`src/rtl/lock_pkg.sv`:
```
// Shared state encoding, width helpers and default timing for the parametrised code lock.
package lock_pkg;

  typedef enum logic [1:0] {
    LOCKED   = 2'd0,
    UNLOCKED = 2'd1,
    PROGRAM  = 2'd2,
    LOCKOUT  = 2'd3
  } lock_state_e;

  localparam int LOCKOUT_CYC_DEF = 1000000;
  localparam int RELOCK_CYC_DEF  = 5000000;

  function automatic int dw_f(input int n_btn);
    return (n_btn <= 2) ? 1 : $clog2(n_btn);
  endfunction

  function automatic int cw_f(input int code_len);
    return $clog2(code_len + 1);
  endfunction

  function automatic int fw_f(input int max_fail);
    return $clog2(max_fail + 1);
  endfunction

  function automatic int tw_f(input int a, input int b);
    return $clog2(((a > b) ? a : b) + 1);
  endfunction

endpackage

```
`src/rtl/code_lock_core_if.sv`:
```
// Button/command inputs and status outputs of the code lock, bundled for the top-level hookup.
interface code_lock_core_if #(
  parameter int N_BTN    = 4,
  parameter int CODE_LEN = 4,
  parameter int MAX_FAIL = 3
) ();
  import lock_pkg::*;

  localparam int CW = cw_f(CODE_LEN);
  localparam int FW = fw_f(MAX_FAIL);

  logic [N_BTN-1:0] btn_pulse;
  logic             lock_req;
  logic             prog_en;
  logic             unlocked;
  logic             locked_out;
  logic             prog_active;
  logic [CW-1:0]    entry_cnt;
  logic [FW-1:0]    fail_cnt;
  logic             err_pulse;

  modport master (
    output btn_pulse, lock_req, prog_en,
    input  unlocked, locked_out, prog_active, entry_cnt, fail_cnt, err_pulse
  );

  modport slave (
    input  btn_pulse, lock_req, prog_en,
    output unlocked, locked_out, prog_active, entry_cnt, fail_cnt, err_pulse
  );

endinterface

```
`src/rtl/lock_timer.sv`:
```
// Loadable saturating down-counter shared by the lockout and relock paths.
module lock_timer #(
  parameter int TW = 8
) (
  input  logic          clk,
  input  logic          rst_n,
  input  logic          load_i,
  input  logic [TW-1:0] load_val_i,
  input  logic          dec_i,
  output logic [TW-1:0] cnt_o,
  output logic          zero_o
);

  logic [TW-1:0] cnt_q, cnt_d;

  // next count: load wins over decrement, decrement stops at zero
  always_comb begin
    cnt_d = cnt_q;
    if (load_i) begin
      cnt_d = load_val_i;
    end else if (dec_i && (cnt_q != '0)) begin
      cnt_d = cnt_q - TW'(1);
    end else begin
      cnt_d = cnt_q;
    end
  end

  // count register
  always_ff @(posedge clk) begin
    if (!rst_n) begin
      cnt_q <= '0;
    end else begin
      cnt_q <= cnt_d;
    end
  end

  assign cnt_o  = cnt_q;
  assign zero_o = (cnt_q == '0);

endmodule

```
`src/rtl/code_lock_core.sv`:
```
// Code lock core: sequence check with lockout, auto-relock and in-field reprogramming.
module code_lock_core
  import lock_pkg::*;
#(
  parameter int N_BTN       = 4,
  parameter int CODE_LEN    = 4,
  parameter int MAX_FAIL    = 3,
  parameter int LOCKOUT_CYC = LOCKOUT_CYC_DEF,
  parameter int RELOCK_CYC  = RELOCK_CYC_DEF,
  parameter logic [CODE_LEN*dw_f(N_BTN)-1:0] DEFAULT_CODE = 8'hE4
) (
  input  logic           clk,
  input  logic           rst_n,
  code_lock_core_if.slave bus
);

  localparam int DW = dw_f(N_BTN);
  localparam int CW = cw_f(CODE_LEN);
  localparam int FW = fw_f(MAX_FAIL);
  localparam int TW = tw_f(LOCKOUT_CYC, RELOCK_CYC);
  localparam int KW = CODE_LEN * DW;

  lock_state_e   state_q, state_d;
  logic [KW-1:0] code_q, code_d, shadow_q, shadow_d, shadow_wr;
  logic [CW-1:0] entry_q, entry_d;
  logic [FW-1:0] fail_q, fail_d, fail_inc;
  logic          match_q, match_d;
  logic          err_q, err_d;
  logic          unlocked_q, unlocked_d, locked_out_q, locked_out_d, prog_q, prog_d;

  logic          any_press, valid_press, multi_press, digit_ok, entry_last;
  logic [DW-1:0] digit, exp_digit;
  logic          tmr_load, tmr_dec, tmr_zero, tmr_last;
  logic [TW-1:0] tmr_val, tmr_cnt;

  // index encode of the pressed button; only meaningful for a one-hot press
  always_comb begin
    digit = '0;
    for (int i = 0; i < N_BTN; i++) begin
      digit = digit | (bus.btn_pulse[i] ? DW'(i) : '0);
    end
  end

  assign any_press   = |bus.btn_pulse;
  assign valid_press = $onehot(bus.btn_pulse);
  assign multi_press = any_press && !valid_press;
  assign exp_digit   = code_q[int'(entry_q)*DW +: DW];
  assign digit_ok    = valid_press && (digit == exp_digit);
  assign entry_last  = (entry_q == CW'(CODE_LEN - 1));
  assign fail_inc    = (fail_q == FW'(MAX_FAIL)) ? fail_q : fail_q + FW'(1);
  assign tmr_last    = tmr_zero || (tmr_cnt == TW'(1));

  // shadow code with the current digit merged at the entry position
  always_comb begin
    shadow_wr = shadow_q;
    shadow_wr[int'(entry_q)*DW +: DW] = digit;
  end

  lock_timer #(.TW(TW)) u_timer (
    .clk       (clk),
    .rst_n     (rst_n),
    .load_i    (tmr_load),
    .load_val_i(tmr_val),
    .dec_i     (tmr_dec),
    .cnt_o     (tmr_cnt),
    .zero_o    (tmr_zero)
  );

  // next-state, counters and timer control
  always_comb begin
    state_d  = state_q;
    code_d   = code_q;
    shadow_d = shadow_q;
    entry_d  = entry_q;
    fail_d   = fail_q;
    match_d  = match_q;
    err_d    = 1'b0;
    tmr_load = 1'b0;
    tmr_val  = '0;
    tmr_dec  = 1'b0;
    case (state_q)
      LOCKED: begin
        // mismatches are only reported after the full sequence, so timing reveals nothing
        if (any_press && entry_last) begin
          entry_d = '0;
          match_d = 1'b1;
          if (match_q && digit_ok) begin
            state_d  = UNLOCKED;
            fail_d   = '0;
            tmr_load = 1'b1;
            tmr_val  = TW'(RELOCK_CYC);
          end else begin
            err_d  = 1'b1;
            fail_d = fail_inc;
            if (fail_q >= FW'(MAX_FAIL - 1)) begin
              state_d  = LOCKOUT;
              tmr_load = 1'b1;
              tmr_val  = TW'(LOCKOUT_CYC);
            end else begin
              state_d = LOCKED;
            end
          end
        end else if (any_press) begin
          entry_d = entry_q + CW'(1);
          match_d = match_q && digit_ok;
        end else begin
          state_d = LOCKED;
        end
      end
      LOCKOUT: begin
        tmr_dec = 1'b1;
        if (tmr_last) begin
          state_d = LOCKED;
          fail_d  = '0;
        end else begin
          state_d = LOCKOUT;
        end
      end
      UNLOCKED: begin
        if (bus.lock_req) begin
          state_d = LOCKED;
          entry_d = '0;
          match_d = 1'b1;
        end else if (bus.prog_en) begin
          state_d = PROGRAM;
          entry_d = '0;
        end else if (any_press) begin
          tmr_load = 1'b1;
          tmr_val  = TW'(RELOCK_CYC);
        end else if (tmr_last) begin
          state_d = LOCKED;
          entry_d = '0;
          match_d = 1'b1;
        end else begin
          tmr_dec = 1'b1;
        end
      end
      PROGRAM: begin
        if (!bus.prog_en || multi_press) begin
          state_d = UNLOCKED;
          entry_d = '0;
          err_d   = 1'b1;
        end else if (valid_press && entry_last) begin
          code_d   = shadow_wr;
          entry_d  = '0;
          state_d  = UNLOCKED;
          tmr_load = 1'b1;
          tmr_val  = TW'(RELOCK_CYC);
        end else if (valid_press) begin
          shadow_d = shadow_wr;
          entry_d  = entry_q + CW'(1);
        end else begin
          state_d = PROGRAM;
        end
      end
      default: begin
        state_d = LOCKED;
        entry_d = '0;
        match_d = 1'b1;
      end
    endcase
    unlocked_d   = (state_d == UNLOCKED) || (state_d == PROGRAM);
    locked_out_d = (state_d == LOCKOUT);
    prog_d       = (state_d == PROGRAM);
  end

  // state and output registers
  always_ff @(posedge clk) begin
    if (!rst_n) begin
      state_q      <= LOCKED;
      code_q       <= DEFAULT_CODE;
      shadow_q     <= '0;
      entry_q      <= '0;
      fail_q       <= '0;
      match_q      <= 1'b1;
      err_q        <= 1'b0;
      unlocked_q   <= 1'b0;
      locked_out_q <= 1'b0;
      prog_q       <= 1'b0;
    end else begin
      state_q      <= state_d;
      code_q       <= code_d;
      shadow_q     <= shadow_d;
      entry_q      <= entry_d;
      fail_q       <= fail_d;
      match_q      <= match_d;
      err_q        <= err_d;
      unlocked_q   <= unlocked_d;
      locked_out_q <= locked_out_d;
      prog_q       <= prog_d;
    end
  end

  assign bus.unlocked    = unlocked_q;
  assign bus.locked_out  = locked_out_q;
  assign bus.prog_active = prog_q;
  assign bus.entry_cnt   = entry_q;
  assign bus.fail_cnt    = fail_q;
  assign bus.err_pulse   = err_q;

endmodule

```
`src/flat_wrapper.sv`:
```
// flat-port wrapper written by rule: the top's interface ports become plain ports
module code_lock_core_flat import lock_pkg::*;
#(
  parameter int N_BTN       = 4,
  parameter int CODE_LEN    = 4,
  parameter int MAX_FAIL    = 3,
  parameter int LOCKOUT_CYC = LOCKOUT_CYC_DEF,
  parameter int RELOCK_CYC  = RELOCK_CYC_DEF,
  parameter logic [CODE_LEN*dw_f(N_BTN)-1:0] DEFAULT_CODE = 8'hE4
)
  (clk, rst_n, bus_btn_pulse, bus_lock_req, bus_prog_en, bus_unlocked, bus_locked_out, bus_prog_active, bus_entry_cnt, bus_fail_cnt, bus_err_pulse);
  code_lock_core_if #(.N_BTN(N_BTN), .CODE_LEN(CODE_LEN), .MAX_FAIL(MAX_FAIL)) bus_i ();
  input  logic clk;
  input  logic rst_n;
  input wire logic [$bits(bus_i.btn_pulse)-1:0] bus_btn_pulse;
  input wire logic [$bits(bus_i.lock_req)-1:0] bus_lock_req;
  input wire logic [$bits(bus_i.prog_en)-1:0] bus_prog_en;
  output wire logic [$bits(bus_i.unlocked)-1:0] bus_unlocked;
  output wire logic [$bits(bus_i.locked_out)-1:0] bus_locked_out;
  output wire logic [$bits(bus_i.prog_active)-1:0] bus_prog_active;
  output wire logic [$bits(bus_i.entry_cnt)-1:0] bus_entry_cnt;
  output wire logic [$bits(bus_i.fail_cnt)-1:0] bus_fail_cnt;
  output wire logic [$bits(bus_i.err_pulse)-1:0] bus_err_pulse;
  assign bus_i.btn_pulse = bus_btn_pulse;
  assign bus_i.lock_req = bus_lock_req;
  assign bus_i.prog_en = bus_prog_en;
  assign bus_unlocked = bus_i.unlocked;
  assign bus_locked_out = bus_i.locked_out;
  assign bus_prog_active = bus_i.prog_active;
  assign bus_entry_cnt = bus_i.entry_cnt;
  assign bus_fail_cnt = bus_i.fail_cnt;
  assign bus_err_pulse = bus_i.err_pulse;
  code_lock_core #(.N_BTN(N_BTN), .CODE_LEN(CODE_LEN), .MAX_FAIL(MAX_FAIL), .LOCKOUT_CYC(LOCKOUT_CYC), .RELOCK_CYC(RELOCK_CYC), .DEFAULT_CODE(DEFAULT_CODE)) u_core (.clk(clk), .rst_n(rst_n), .bus(bus_i));
endmodule
```
`config.mk`:
```
export PLATFORM = sky130hd
export DESIGN_NAME = code_lock_core_flat
export DESIGN_NICKNAME = d
export VERILOG_FILES = /design/src/rtl/lock_pkg.sv /design/src/rtl/code_lock_core_if.sv /design/src/rtl/lock_timer.sv /design/src/rtl/code_lock_core.sv /design/src/flat_wrapper.sv
export SDC_FILE = /design/constraint.sdc
export NUM_CORES = 1
export LEC_CHECK = 0
export ABC_AREA = 1
export CAP_MARGIN = 20
export CORE_MARGIN = 5
export CORE_UTILIZATION = 60
export DETAILED_ROUTE_END_ITERATION = 8
export HOLD_SLACK_MARGIN = 0.12
export PLACE_DENSITY_LB_ADDON = 0.05
export SYNTH_ARGS = -nofsm -noshare
export SYNTH_HDL_FRONTEND = slang
export SYNTH_HIERARCHICAL = 1
export SYNTH_SLANG_ARGS = --single-unit
```
`constraint.sdc`:
```
create_clock -name clk -period 7.2 [get_ports clk]
set_clock_uncertainty 0.1 [all_clocks]
set_input_delay 1.08 -clock clk [delete_from_list [all_inputs] [get_ports clk]]
set_output_delay 1.08 -clock clk [all_outputs]
set_load 0.005 [all_outputs]
```
After elaboration in Yosys (flattened, before gate mapping). Cells that the tools add are included.

Add/subtract/negate cells: 7. Order comparisons: 1. Equality and inequality tests: 21. Shifts and indexed selects: 3. Multiplexer cells: 68. Bitwise gates (word level): 4. Reduce and logical (&&, ||, !) cells: 24.

Operator list (count): 23-bit two-way mux (9); 23-bit one-hot mux with 3 select lines (1); 2-bit two-way mux (18); 4-bit negation with 33-bit output (1); 2-bit by 33-bit variable shift with 8-bit output (first input constant) (1); 2-bit by 33-bit indexed part select with 8-bit output (1); 3-bit two-way mux (9); 23-bit by 1-bit equality test with 1-bit output (second input constant) (1); 23-bit logical NOT (1); 23-bit nonzero test (1); 23-bit by 1-bit subtractor with 23-bit output (second input constant) (1); 1-bit two-way mux (22); 20-bit two-way mux (1); 2-bit equality test (second input constant) (5); 5-bit AND reduction (2); 3-bit inequality test (second input constant) (3); 3-bit one-hot mux with 3 select lines (1); 8-bit bitwise mux (1); 2-bit one-hot mux with 4 select lines (1); 4-bit AND reduction (2); 8-bit by 5-bit indexed part select with 2-bit output (1); 1-bit logical AND (6); 1-bit one-hot mux with 2 select lines (3); 2-bit nonzero test (3); 25 further kinds (33).

Register bits after elaboration: 51. Input bits: 8. Output and inout bits: 9. Logic and storage cells: 139.

Longest topological paths before layout.
Depth in word-level cells: 11. Mapped depth: 20. Mapped depth without buffers: 20.

Cells and area by module. Netlist, hierarchy kept.

Modules (own cells, without submodules): code_lock_core (times used 1, cells an instance 305, area each 1993.2 um^2, sequential area each 560.5 um^2); lock_timer (times used 1, cells an instance 305, area each 1762.9 um^2, sequential area each 460.4 um^2).

Worst setup path after synthesis. OpenSTA, ideal clock, no wires.

Path type: in2reg. From: input port bus_btn_pulse[0]. To: register u_core.u_timer.cnt_q[8], in the netlist u_core/u_timer/cnt_o[8]. Setup time: 0.122 ns. Arrival: 4.190 ns. Required time: 6.978 ns. Slack: 2.788 ns. Cell stages on the path: 18. Path buffers: 3. Path through: inv_1 fa_1 inv_1 ha_1 ha_1 nor2_1 nand2_2 inv_1 nand2_1 nor3_4 nor2_1 a21oi_1 buf_6 inv_1 buf_2 clkbuf_1 o21ai_0 nor3_2.

Word-level cells in the longest chain between the ends: 9. Elaborated cells on any way between the ends: 34. Those cells by class: 2 x add/sub; 1 x eq/ne; 21 x mux; 10 x reduce/logical.

Ends and longest elaborated chain: from (decl) (line flat_wrapper.sv:15) `input wire logic [$bits(bus_i.btn_pulse)-1:0] bus_btn_pulse;`; 1-bit by 1-bit adder with 2-bit output (implied by the code) (line code_lock_core.sv:45) `assign valid_press = $onehot(bus.btn_pulse);`; 3-bit adder (implied by the code) (line code_lock_core.sv:45); 3-bit by 1-bit equality test with 1-bit output (line code_lock_core.sv:45); 1-bit logical AND / 1-bit logical NOT (equally long branches) (line code_lock_core.sv:48, code_lock_core.sv:46); 1-bit logical AND (on tied branches) (line code_lock_core.sv:87, code_lock_core.sv:46); 1-bit two-way mux / 1-bit logical OR (equally long branches) (line code_lock_core.sv:87, code_lock_core.sv:139); 1-bit two-way mux (on tied branches) (line code_lock_core.sv:84, code_lock_core.sv:139); 1-bit one-hot mux with 3 select lines (*) (line code_lock_core.sv:81) `case (state_q)`; via u_core.tmr_load (line code_lock_core.sv:33) `logic tmr_load, tmr_dec, tmr_zero, tmr_last;`; 23-bit two-way mux / 2-bit nonzero test (equally long branches); to (signal assigned) (line lock_timer.sv:33) `cnt_q <= cnt_d;`; to (decl) (line lock_timer.sv:14) `logic [TW-1:0] cnt_q, cnt_d;`.

Mark *: on every way through the listed nets, which the timed path passes. The rest lies on a longest branch. A chain may end at the register's enable or synchronous reset.

Worst setup path after layout.
From: input port bus_btn_pulse[3]. To: register u_core.u_timer.cnt_q[21], in the netlist u_core/u_timer/cnt_o[21].

Word-level cells in the longest chain between the ends: 9. Elaborated cells on any way between the ends: 32. Those cells by class: 2 x add/sub; 2 x eq/ne; 17 x mux; 1 x bitwise; 10 x reduce/logical.

Ends and longest elaborated chain (line): 1-bit by 1-bit adder with 2-bit output (implied by the code) / 2-bit two-way mux (equally long branches) (code_lock_core.sv:45, code_lock_core.sv:40); 3-bit adder (implied by the code) / 2-bit bitwise OR (equally long branches) (code_lock_core.sv:45, code_lock_core.sv:40); 3-bit by 1-bit equality test with 1-bit output / 2-bit equality test (equally long branches) (code_lock_core.sv:45, code_lock_core.sv:48); 1-bit logical AND / 1-bit logical NOT (equally long branches) (code_lock_core.sv:48, code_lock_core.sv:46); 1-bit logical AND (on tied branches) (code_lock_core.sv:87, code_lock_core.sv:46); 1-bit two-way mux / 1-bit logical OR (equally long branches) (code_lock_core.sv:87, code_lock_core.sv:139); 1-bit two-way mux (on tied branches) (code_lock_core.sv:84, code_lock_core.sv:139); 1-bit one-hot mux with 3 select lines (*) (code_lock_core.sv:81); via u_core.tmr_load (code_lock_core.sv:33); 23-bit two-way mux / 2-bit nonzero test (equally long branches).

Marked as above.

==> summary.txt <==
Cells and area
  – Commonest non-fill, non-tap cell in the layout: nand2_1
  – Most frequent cells in the layout: nand2_1, nor2_1, inv_1
  – N_diodes: 0
  – Post-Layout Cell Count: 709
  – Area delta synth->final: 8.53%
  – Fraction of layout instances using a drive strength above 1: 0.0647
  – Nets: 662

Timing
  – Final hold violation count: 0
  – RSZ-0062 raised after global routing: false
  – Slew Limit Fails: 0
  – Hold_ws: 0.364 ns
  – Setup TNS: 0 ns
  – # setup viols final: 0
  – Fin crit period: 5.05 ns
  – Fin crit share: 0.702
  – Fmax: 0.198 GHz
  – Max-slew headroom: 0.323
  – Least-Margin Pin Slew: 1.01 ns
  – Worst setup margin: 2.15 ns

Critical path
  – Critical Path Sink Type: register
  – CP startpoint kind: input port
  – Critical path class: in2reg
  – Reg2Reg Setup Slack: 3.66 ns
  – Slowest CP cell: clkdlybuf4s50_1
  – Top cell by count, worst path: nor2_1
  – Critical path fanouts, max: 31
  – CP bufs+invs: 6
  – Req. time, crit path: 7.30 ns
  – Crit path DAT: 5.15 ns
  – Worst path cell trace: clkdlybuf4s50_1 -> inv_1 -> fa_1 -> inv_1 -> ha_1 -> ha_1 -> nor2_1 -> nand2_2 -> inv_1 -> nand2_1 -> nor3_4 -> nor2_1 -> a21oi_2 -> buf_4 -> inv_1 -> nand3_2 -> nor2_1 -> nor2_1 -> nor2_1
  – Slowest stage delay, CP: 0.54 ns
  – CP top delay family: simple AND/OR/NAND/NOR gates

Clocking
  – Cts bufs inserted: 5
  – Resized Gates After CTS: 0
  – # clock sinks: 51
  – Clk slew on worst S/H paths: 0.11 ns
  – Worst skew pair latency: 0.32 ns
  – Clk Tree Root Cell: clkbuf_8
  – CTS Hold Bufs: 0
  – CTS tree: yes
  – CTS max path bufs: 2
  – Setup Fix Bufs, Post-CTS: 0
  – CTS H-tree depth: 2

Routing
  – DR iter-0 viols: 223
  – # DRC: 0
  – Vias post-DR: 3785
  – Routed wire length per instance: 12.2 um
  – Metal2 WL: 4190 um
  – Post-DRT Antenna Nets: 0
  – DR pass1 iterations: 6
  – WL final: 8660 um
  – Vias/cell: 5.34
  – Metal3 WL: 461 um
  – Top sig layer: met4
  – M1 WL: 3830 um

Floorplanning
  – Rows: 28
  – CORE AREA: 5990 um^2
  – Initial core utilization: 0.627
  – Die Y: 89.1 um
  – Die area: 7940 um^2
  – Top Ports: 17
  – Chip width: 89.1 um

Yosys
  – Cell variety after synth: 41
  – Synth Cell Area: 3760 um^2
  – Post-synth EDFFs: 0
  – Post-synthesis sequential area ratio: 0.272
  – Post-synth ARST share: 0
  – Mean Syn Cell Area: 6.16 um^2
  – Ys Warns: 6
  – Post-synthesis register bit count: 51
  – Post-synthesis instance total: 610
  – Primary FF master, synth: dfxtp_1

Global route
  – First-pass GRT wire length: 14900 um
  – Pin count of the biggest net entering global routing: 32
  – Initial antenna violation count: 0
  – Overall overflow remaining after global route: 0
  – Vias in the first global route: 3414
  – GR Util All Layers: 0.233

Pwr
  – Maximum VDD drop: 228 uV
  – Overall Power: 1490 uW
  – Leak: 0.00207 uW
  – Power Density: 365 nW/um^2

Place
  – Routability Congestion: 0.926
  – Pre-CTS setup slack: 1.82 ns
  – DP HPWL: 6460 um
  – Inst Count DP: 701
  – IO Port Bufs: 16

Run status
  – Result of the run: complete, no violations

Min path
  – Worst Hold Class: reg2reg

Flow run
  – Max Cap Violations: 0
-- worst paths after layout --
| check | from | depth (start not counted) | end |
|---|---|---|---|
| max reg2reg | u_core/bus.entry_cnt[0]$_SDFFE_PN0P_ | 15 | u_core/u_timer/cnt_o[21]$_SDFFE_PN0P_ |
| min | u_core/code_q[1]$_SDFFE_PN0P_ | 2 | u_core/code_q[1]$_SDFFE_PN0P_ |
| max | bus_btn_pulse[3] | 19 | u_core/u_timer/cnt_o[21]$_SDFFE_PN0P_ |
| min reg2reg | u_core/code_q[1]$_SDFFE_PN0P_ | 2 | u_core/code_q[1]$_SDFFE_PN0P_ |
-- area by class of cell --
class	count	area (um^2)
Fill cell	588	1910
Timing Repair Buffer	17	168
Multi-Input combinational cell	474	2380
Tap cell	75	93.8
Sequential cell	51	1020
Inverter	84	318
Clock buffer	5	68.8
Clock inverter	3	26.3
-- layer usage --
metal	up-vias	track usage
met1	1679	0.278
met3	23	0.0332
li1	1964	-
met4	0	0.0622
met5	-	0
met2	119	0.433
-- worst reg2reg max path, cell delays in order (launching register included) --
cell and delay, ns:
dfxtp_1 0.63, inv_2 0.18, nand2_1 0.12, nand3_1 0.07
nand2_1 0.09, nand3_1 0.07, nand3_1 0.18, nor2_2 0.10
o21ai_1 0.29, a21oi_2 0.09, buf_4 0.24, inv_1 0.52
nand3_2 0.43, nor2_1 0.24, nor2_1 0.06, nor2_1 0.08
-- cells by family (layout without fill, tap and decap cells) --
| group | count (synthesis) | count (layout) | share of synthesized area |
|---|---|---|---|
| compound gates | 84 | 84 | 0.130 |
| flops | 51 | 51 | 0.272 |
| other cells | 1 | 13 | 0.000998 |
| fa+ha+maj | 21 | 21 | 0.0720 |
| xor+xnor | 5 | 5 | 0.0117 |
| buf+inv | 97 | 109 | 0.107 |
| simple gates | 351 | 351 | 0.407 |
-- cell usage after synthesis (2+ instances only) --
cell      count  area share
xor2_1        3      0.0070
a21oi_4       2      0.0087
o22ai_1       5      0.0083
buf_2         2      0.0027
nand3b_1      2      0.0040
buf_4         3      0.0060
nand3_1      47       0.063
a21oi_1      34       0.045
o21ai_0      25       0.033
xnor2_1       2      0.0047
inv_1        80       0.080
nand4_1       6       0.010
nor2_4        4       0.012
clkbuf_1      5      0.0050
o31ai_1       3      0.0060
dfxtp_1      51        0.27
nor2_1      101        0.10
nor3_1        6      0.0080
o21bai_1      4      0.0080
nand2_2       6       0.010
o32ai_1       2      0.0047
inv_2         2      0.0020
o21ai_2       2      0.0047
nand2_1     164        0.16
ha_1         20       0.067
buf_6         3      0.0090
o21ai_1       5      0.0067
nor2_2        7       0.012
nand2_4       2      0.0060
-- where the power goes --
part | internal, uW | leakage, uW | switching (uW)
Sequential | 324 | 0.000413 | 56.2
Combinational | 338 | 0.00161 | 589
Clock | 71.9 | 0.0000491 | 110
Total | 734 | 0.00207 | 755
-- stage by stage --
stage               utilization  cell area [um^2]
floorplan                     -              3800
global placement          0.665              3980
detailed placement        0.665              3980
CTS                       0.680              4080
global route              0.680              4080
finish                    0.680              4080
-- state kept, by name, summed over array words and instances (netlist names) --
signal / flops
u_core/bus.prog_active: 1
u_core/bus.unlocked: 1
u_core/state_q: 2
u_core/match_q: 1
u_core/u_timer/cnt_o: 23
u_core/bus.err_pulse: 1
u_core/shadow_q: 8
u_core/bus.entry_cnt: 3
u_core/bus.fail_cnt: 2
u_core/code_q: 8
u_core/bus.locked_out: 1
Power figures use the tool's default switching activity.
